**src/rtl/imem_loader.sv**
```systemverilog
// imem_loader
//   Write side of the instruction-memory port. Receives a byte stream over a
//   valid/ready handshake, packs bytes big-endian into 32-bit words and writes
//   them to consecutive word addresses starting at 0. The CPU is held in reset
//   from an accepted start until the load completes.
//
// Ports
//   CLK, RST              clock; synchronous active-low reset
//   start, len            load request and word count (sampled in IDLE only)
//   byte_valid, byte_data input byte stream (first byte = bits [31:24])
//   byte_ready            loader takes a byte this cycle
//   mem_addr, mem_data    write address (byte, word-aligned) and data
//   InsMemRW              1 = read mode, 0 = write this edge
//   cpu_hold              CPU reset; 1 = held
//   busy, done, err       status: load active, completion pulse, rejected start
//   checksum              mod-2^32 sum of words written by the last load
module imem_loader #(
  parameter int DEPTH = 64
) (
  input  logic        CLK,
  input  logic        RST,
  input  logic        start,
  input  logic [7:0]  len,
  input  logic        byte_valid,
  input  logic [7:0]  byte_data,
  output logic        byte_ready,
  output logic [31:0] mem_addr,
  output logic [31:0] mem_data,
  output logic        InsMemRW,
  output logic        cpu_hold,
  output logic        busy,
  output logic        done,
  output logic        err,
  output logic [31:0] checksum
);

  typedef enum logic [1:0] {
    S_IDLE,
    S_RECV,
    S_WRITE,
    S_DONE
  } state_e;

  state_e      state_q, state_d;
  logic [7:0]  len_q, len_d;
  logic [7:0]  idx_q, idx_d;
  logic [1:0]  cnt_q, cnt_d;
  logic [31:0] word_q, word_d;
  logic [31:0] sum_q, sum_d;
  logic [31:0] addr_q, addr_d;
  logic [31:0] data_q, data_d;
  logic        hold_q, hold_d;
  logic        err_q, err_d;
  logic        ready_q, ready_d;
  logic        rw_q, rw_d;
  logic        busy_q, busy_d;
  logic        done_q, done_d;

  always_comb begin
    state_d = state_q;
    len_d   = len_q;
    idx_d   = idx_q;
    cnt_d   = cnt_q;
    word_d  = word_q;
    sum_d   = sum_q;
    addr_d  = addr_q;
    data_d  = data_q;
    hold_d  = hold_q;
    err_d   = err_q;

    unique case (state_q)
      S_IDLE: begin
        if (start) begin
          if (32'(len) > 32'(DEPTH)) begin
            err_d = 1'b1;
          end else begin
            err_d   = 1'b0;
            sum_d   = '0;
            hold_d  = 1'b1;
            idx_d   = '0;
            cnt_d   = '0;
            len_d   = len;
            state_d = (len == 8'd0) ? S_DONE : S_RECV;
          end
        end
      end
      S_RECV: begin
        // ready_q is 1 throughout RECV, so byte_valid alone marks a handshake
        if (byte_valid && ready_q) begin
          word_d = {word_q[23:0], byte_data};
          cnt_d  = cnt_q + 2'd1;
          if (cnt_q == 2'd3) begin
            // Address/data are registered on the edge entering WRITE so they
            // are stable for the whole write cycle.
            addr_d  = {22'd0, idx_q, 2'b00};
            data_d  = {word_q[23:0], byte_data};
            state_d = S_WRITE;
          end
        end
      end
      S_WRITE: begin
        sum_d = sum_q + word_q;
        idx_d = idx_q + 8'd1;
        if (idx_d == len_q) begin
          state_d = S_DONE;
        end else begin
          cnt_d   = '0;
          state_d = S_RECV;
        end
      end
      S_DONE: begin
        hold_d  = 1'b0;
        state_d = S_IDLE;
      end
      default: state_d = S_IDLE;
    endcase

    // Outputs registered from the next state, so they line up with the state
    ready_d = (state_d == S_RECV);
    rw_d    = (state_d != S_WRITE);
    busy_d  = (state_d != S_IDLE);
    done_d  = (state_d == S_DONE);
  end

  always_ff @(posedge CLK) begin
    if (!RST) begin
      state_q <= S_IDLE;
      len_q   <= '0;
      idx_q   <= '0;
      cnt_q   <= '0;
      word_q  <= '0;
      sum_q   <= '0;
      addr_q  <= '0;
      data_q  <= '0;
      hold_q  <= 1'b1;
      err_q   <= 1'b0;
      ready_q <= 1'b0;
      rw_q    <= 1'b1;
      busy_q  <= 1'b0;
      done_q  <= 1'b0;
    end else begin
      state_q <= state_d;
      len_q   <= len_d;
      idx_q   <= idx_d;
      cnt_q   <= cnt_d;
      word_q  <= word_d;
      sum_q   <= sum_d;
      addr_q  <= addr_d;
      data_q  <= data_d;
      hold_q  <= hold_d;
      err_q   <= err_d;
      ready_q <= ready_d;
      rw_q    <= rw_d;
      busy_q  <= busy_d;
      done_q  <= done_d;
    end
  end

  assign byte_ready = ready_q;
  assign mem_addr   = addr_q;
  assign mem_data   = data_q;
  assign InsMemRW   = rw_q;
  assign cpu_hold   = hold_q;
  assign busy       = busy_q;
  assign done       = done_q;
  assign err        = err_q;
  assign checksum   = sum_q;

endmodule

```
**config.mk**
```make
export PLATFORM = sky130hd
export DESIGN_NAME = imem_loader
export DESIGN_NICKNAME = d
export VERILOG_FILES = /design/src/rtl/imem_loader.sv
export SDC_FILE = /design/constraint.sdc
export NUM_CORES = 1
export LEC_CHECK = 0
export ABC_AREA = 1
export CAP_MARGIN = 30
export CORE_MARGIN = 10
export CORE_UTILIZATION = 50
export CTS_CLUSTER_SIZE = 25
export DETAILED_ROUTE_END_ITERATION = 10
export HOLD_SLACK_MARGIN = 0.15
export PLACE_DENSITY_LB_ADDON = 0.1
export SLEW_MARGIN = 20
export SYNTH_ARGS = -nofsm -noshare
export SYNTH_HDL_FRONTEND = slang
export SYNTH_SLANG_ARGS = --single-unit
```
**constraint.sdc**
```tcl
create_clock -name CLK -period 2.2 [get_ports CLK]
set_clock_uncertainty 0.05 [all_clocks]
set_input_delay 0.66 -clock CLK [delete_from_list [all_inputs] [get_ports CLK]]
set_output_delay 0.66 -clock CLK [all_outputs]
set_load 0.02 [all_outputs]
```
==> run_results.csv, run 1 <==
group,metric,value,unit
setup_path,cp_slowest_cell,"clkdlybuf4s50_1",
setup_path,worstRegToRegCells,13,
detailed_routing,vias,7254,
place,port_buffers,97,
die,die_w,142,um
timing,fmax,463,MHz
setup_path,path_cells,"clkdlybuf4s50_1",
cts,htreeDepth,4,
setup_path,cp_top_family,"buffers and inverters",
grt,track_usage,20.9,%
yosys,synth_edf_count,0,
status,status,"finished, final reports clean",
pwr,irDropWorstVdd,0.000622,V
timing,timing.final.crit_share,98.2,%
grt,grt_pass1_wl,34.2,mm
pwr,p_comb_share,4.7,%
pwr,p_sw_share,24.2,%
detailed_routing,wl_met3,1.41,mm
cts,path_clk_slew,50,ps
pwr,seqPwrFrac,45.2,%
die,core.rowCount,44,
detailed_routing,drtAntennaViolNets,0,
run,cap_violations,0,
pwr,power_frac_clock,50.2,%
grt,grt_max_degree,46,
hold_path,worstHoldStart,"len_q[7]$_SDFFE_PN0P_",
timing,finalSetupViolations,0,
yosys,synth.avg_cell_area,6.55,sq um
timing,fin_ws,39.0,ps
setup_path,worstPathArrival,1450,ps
detailed_routing,route.detailed.drc,0,
setup_path,reg2reg_from,"checksum[0]$_SDFFE_PN0P_",
yosys,synth.distinct_cells,38,
cells_and_area,final.fill_count,1373,
die,ios,122,
pwr,p_int,0.00400,W
setup_path,r2r-end,"checksum[28]$_SDFFE_PN0P_",
setup_path,critical_path_required,1490,ps
setup_path,critPathMaxStageDelay,640,ps
setup_path,endpoint_kind,"primary output",
detailed_routing,route.layer.met1.wl,9.44,mm
hold_path,min_path_cells,2,
cells_and_area,final_core_util,64.3,%
detailed_routing,vias_per_cell,4.99,
pwr,p_sw,0.00128,W
yosys,ys.flop_type,"dfxtp_1",
grt,overflow,0,
place,dp_hpwl,16.4,mm
setup_path,reg2reg_slack,150,ps
cts,max-clock-path-buffers,2,
cts,clockRootBuffer,"clkbuf_16",
yosys,syn_area,0.00744,sq mm
grt,grt_pass1_vias,6815,
place,pre_cts_slack,-38.1,ps
yosys,netlist_instances,1136,
yosys,synthArstFlopShare,0,%
cts,cts_sinks,130,
cells_and_area,syn_to_final_growth,25.6,%
yosys,yosys_warnings,0,
cts,clock_latency,420,ps
hold_path,hold_class,"reg2reg",
place,place_congestion,0.907,
setup_path,path_depth,1,
pwr,leakagePower,4.47,nW
die,initial_core_util,51.2,%
die,core,0.0145,sq mm
cells_and_area,fin_nets,1314,
die,die_area,0.0201,sq mm
setup_path,cp-startpoint,"checksum[17]$_SDFFE_PN0P_",
detailed_routing,dr_wl_met2,9.90,mm
setup_path,worstSetupPathType,"reg2out",
pwr,p_total,0.00528,W
cells_and_area,drive_above_1_share,9.46,%
setup_path,crit_buf_inv,1,
timing,min_period,2160,ps
cts,hold_buffers,0,
detailed_routing,dr.max_layer_used,"met4",
setup_path,critPathMaxFanout,3,
detailed_routing,wl,21.1,mm
setup_path,cp-endpoint,"checksum[17]",
yosys,synth_seq_cells,130,
timing,hold_viol,0,
cells_and_area,insertedDiodeCount,0,
cts,cts_buffers,17,
grt,antenna_found_initial,0,
die,chipHeight,142,um
cts,tritoncts,"done",
timing,drv_slew,0,
setup_path,start_kind,"flop",
detailed_routing,firstDrtPassIters,6,
pwr,power_density,565,mW/mm^2
detailed_routing,drtIter0Drc,413,
detailed_routing,wire_per_inst,14.5,um
yosys,synth_seq_area_share,35.0,%
-- registers in the layout (all words and copies together), names as in the netlist, 2 cells and up --
name / flops
mem_data: 32
idx_q: 8
checksum: 32
word_q: 32
cnt_q: 2
state_q: 2
mem_addr: 8
len_q: 8
-- timing repair --
action,4_1_cts,5_1_grt
setup endpoints to repair,1,17
cloned,0,0
resized for setup,1,17
pin swaps,0,2
setup buffers,0,2
-- kinds of logic after synthesis --
family | share of synthesized area (%)
AND/OR/NAND/NOR | 29.0
buffers and inverters | 13.8
AO/OA/AOI/OAI | 15.7
flip-flops | 35.0
adder cells (fa/ha/maj) | 5.82
XOR/XNOR | 0.656
other | 0.0504
-- cells in the mapped netlist, drive strengths merged (5+ instances only) --
master	instances	area share (%)
inv	178	9.0
nor3	9	0.61
or2	6	0.50
clkbuf	21	1.2
dfxtp	130	35
o21ai	76	5.2
a211oi	16	1.6
nand2	322	16
nor2	93	5.6
ha	33	5.6
and2	5	0.42
nand3	61	4.3
a21oi	125	8.4
buf	37	3.4
nand4	8	0.67
-- cell usage in the layout, fill, tap and decap left out, drive strengths merged, types with 8 or more instances in the layout --
master,instances
clkdlybuf4s50,89
conb,24
nor3,9
ha,33
buf,45
o21ai,76
clkbuf,17
inv,181
nand2,322
dfxtp,130
nor2,93
a211oi,16
nand4,8
a21oi,125
nand3,61
-- cell type report --
cell class / instances / area [sq um] / share of cell area [%]
multi-input cells: 792 / 3920 / 42.0
flip-flops and latches: 130 / 2600 / 27.9
repair buffers: 141 / 1390 / 14.8
inverters: 178 / 668 / 7.15
clock buffers: 17 / 425 / 4.55
well taps: 184 / 230 / 2.46
clock inverters: 11 / 110 / 1.18
-- metal layers --
metal	vias up	GRT usage [%]
li1	3828	-
met1	3246	25.9
met2	158	34.4
met3	22	6.61
met4	0	5.33
met5	-	0
-- stage by stage --
| step | instances | TNS (ps) | cell area [sq um] | hold WS, ps |
|---|---|---|---|---|
| final | 1453 | 0 | 9340 | 413 |
| after global placement | 1423 | -135 | 8750 | 405 |
| after global routing | 1453 | -15.8 | 9340 | 427 |
| after CTS | 1451 | 0 | 9280 | 416 |
| after detailed placement | 1423 | -643 | 8750 | 406 |
| after floorplan | 1159 | 0 | 7520 | 386 |
-- worst min-delay path by stage --
stage	endpoint	slack, ps
global placement	cpu_hold$_SDFFE_PN1P_	400
global route	cpu_hold$_SDFFE_PN1P_	430
detailed placement	cpu_hold$_SDFFE_PN1P_	410
floorplan	len_q[4]$_SDFFE_PN0P_	390
CTS	len_q[7]$_SDFFE_PN0P_	420
finish	len_q[7]$_SDFFE_PN0P_	410
-- power groups by stage --
stage,Sequential [W],Clock [W],Combinational (W)
floorplan,0.00244,0,0.000179
detailed placement,0.00244,0,0.000243
global route,0.00239,0.00280,0.000270
CTS,0.00239,0.00268,0.000244
finish,0.00239,0.00265,0.000246
global placement,0.00244,0,0.000242
No activity file was read; power rests on OpenSTA's default activity.
==> inputs of run 2 (changes only) <==
--- a/config.mk
+++ b/config.mk
@@ -7,12 +7,15 @@
 export LEC_CHECK = 0
 export ABC_AREA = 1
 export CAP_MARGIN = 30
+export CELL_PAD_IN_SITES_DETAIL_PLACEMENT = 0
+export CELL_PAD_IN_SITES_GLOBAL_PLACEMENT = 1
 export CORE_MARGIN = 10
-export CORE_UTILIZATION = 50
+export CORE_UTILIZATION = 38
 export CTS_CLUSTER_SIZE = 25
 export DETAILED_ROUTE_END_ITERATION = 10
 export HOLD_SLACK_MARGIN = 0.15
 export PLACE_DENSITY_LB_ADDON = 0.1
+export REMOVE_ABC_BUFFERS = 1
 export SLEW_MARGIN = 20
 export SYNTH_ARGS = -nofsm -noshare
 export SYNTH_HDL_FRONTEND = slang
==> run 2 against run 1 <==
Against the previous run: maximum frequency down 0.50%; clock power up 11%; global-route usage down 2.4 points; die area up 27%; non-clock buffer count up 18; critical path type unchanged; largest cell class unchanged; count of clock-buffer cells in the layout unchanged; routed wire length up 12%; combinational power up 6%; highest routed layer unchanged; register-to-register slack worse by 40 ps; sequential cell count unchanged.
==> run_results.csv, run 2 (synthesized netlist as in run 1, its figures left out) <==
group,metric,value,unit
place,dp_hpwl,18.2,mm
pwr,irDropWorstVdd,0.000470,V
timing,holdWs,411,ps
die,core.rowCount,51,
timing,fmax,460,MHz
cts,cts_buffers,17,
detailed_routing,vias_per_cell,4.65,
grt,overflow,0,
detailed_routing,vias,7228,
cts,path_clk_slew,70,ps
setup_path,cp_top_family,"buffers and inverters",
setup_path,crit_buf_inv,1,
detailed_routing,wl,23.5,mm
setup_path,endpoint_kind,"primary output",
cts,hold_buffers,0,
run,cap_violations,0,
cts,htreeDepth,4,
setup_path,start_kind,"flop",
cells_and_area,final_cell_mix,"nand2_1, inv_1, dfxtp_1",
timing,hold_viol,0,
detailed_routing,drtIter0Drc,334,
cells_and_area,final_core_util,49.9,%
place,pre_cts_slack,-16.8,ps
cells_and_area,drive_above_1_share,11.5,%
cells_and_area,fin_nets,1332,
grt,track_usage,18.5,%
die,ios,122,
place,place_congestion,0.863,
grt,antenna_found_initial,0,
timing,finalSetupTns,0,ps
pwr,power_density,580,mW/mm^2
detailed_routing,firstDrtPassIters,5,
die,core,0.0193,sq mm
pwr,leakagePower,4.59,nW
timing,rsz0062_at_grt,"yes",
cells_and_area,syn_to_final_growth,29.7,%
detailed_routing,route.detailed.drc,0,
setup_path,cp_slowest_cell,"clkdlybuf4s50_1",
timing,fin_ws,28.2,ps
grt,grt_max_degree,46,
timing,min_period,2170,ps
cts,clock_latency,440,ps
status,status,"finished, final reports clean",
grt,grt_pass1_wl,38.4,mm
die,die_w,160,um
hold_path,hold_class,"reg2reg",
cts,max-clock-path-buffers,2,
cells_and_area,layout.cells.most_common,"nand2_1",
cts,tritoncts,"done",
die,die_area,0.0256,sq mm
cells_and_area,insertedDiodeCount,0,
detailed_routing,wire_per_inst,15.1,um
die,chipHeight,160,um
setup_path,worstSetupPathType,"reg2out",
timing,timing.final.crit_share,98.7,%
cts,clockRootBuffer,"clkbuf_16",
setup_path,critical_path_required,1490,ps
setup_path,critPathMaxFanout,3,
die,initial_core_util,38.5,%
setup_path,critPathMaxStageDelay,630,ps
grt,grt_pass1_vias,7238,
timing,finalSetupViolations,0,
setup_path,path_cells,"clkdlybuf4s50_1",
place,port_buffers,97,
detailed_routing,drtAntennaViolNets,0,
setup_path,worstPathArrival,1460,ps
timing,drv_slew,0,
cts,cts_sinks,130,
==> run 2: cell type report <==
cell class | instances | area [sq um]
clock inverters | 15 | 180
fillers | 1994 | 9690
repair buffers | 159 | 1500
multi-input cells | 792 | 3940
flip-flops and latches | 130 | 2600
well taps | 265 | 332
clock buffers | 17 | 425
inverters | 178 | 668
==> run 2: per-layer routing <==
metal	GRT usage [%]	wire [um]
met5	0	0
met4	4.55	288
met3	4.99	1140
met2	30.4	10800
met1	23.6	11300
==> run 2: worst register-to-register path: stages (launching register included) <==
cell      delay [ps]
dfxtp_1          410
ha_1             300
nand2_1          160
nor2_1            90
nand2_1           60
nand3b_1          90
buf_4            150
nand2_1           60
nand2_2           70
buf_4            130
or2_2            260
nand3_1           70
a21oi_1           60
==> run 2: timing repair <==
action | in CTS | in global routing
gates resized for setup | 7 | 20
pin swaps | 0 | 1
buffers inserted | 0 | 2
setup endpoints to repair | 8 | 15
==> run 2: worst paths after layout <==
kind                                  start                         to  slack [ps]  depth (start not counted)
hold reg to reg       len_q[7]$_SDFFE_PN0P_      len_q[7]$_SDFFE_PN0P_         410                          2
setup / recovery  checksum[22]$_SDFFE_PN0P_               checksum[22]          30                          1
setup reg to reg     word_q[5]$_SDFFE_PN0P_  checksum[10]$_SDFFE_PN0P_         110                         12
hold / removal        len_q[7]$_SDFFE_PN0P_      len_q[7]$_SDFFE_PN0P_         410                          2
==> run 2: per-stage QoR <==
stage               total power, W  cells  cell area, sq um
global placement           0.00270   1522              8970
finish                     0.00560   1556              9650
CTS                        0.00563   1554              9580
floorplan                  0.00256   1100              7160
global route               0.00577   1556              9650
detailed placement         0.00270   1522              8970
==> run 2: power breakdown <==
group	internal (W)	total (W)	switching, W
Clock	0.00163	0.00295	0.00132
Combinational	0.0000965	0.000261	0.000165
Sequential	0.00237	0.00238	0.0000125
Total	0.00410	0.00560	0.00150
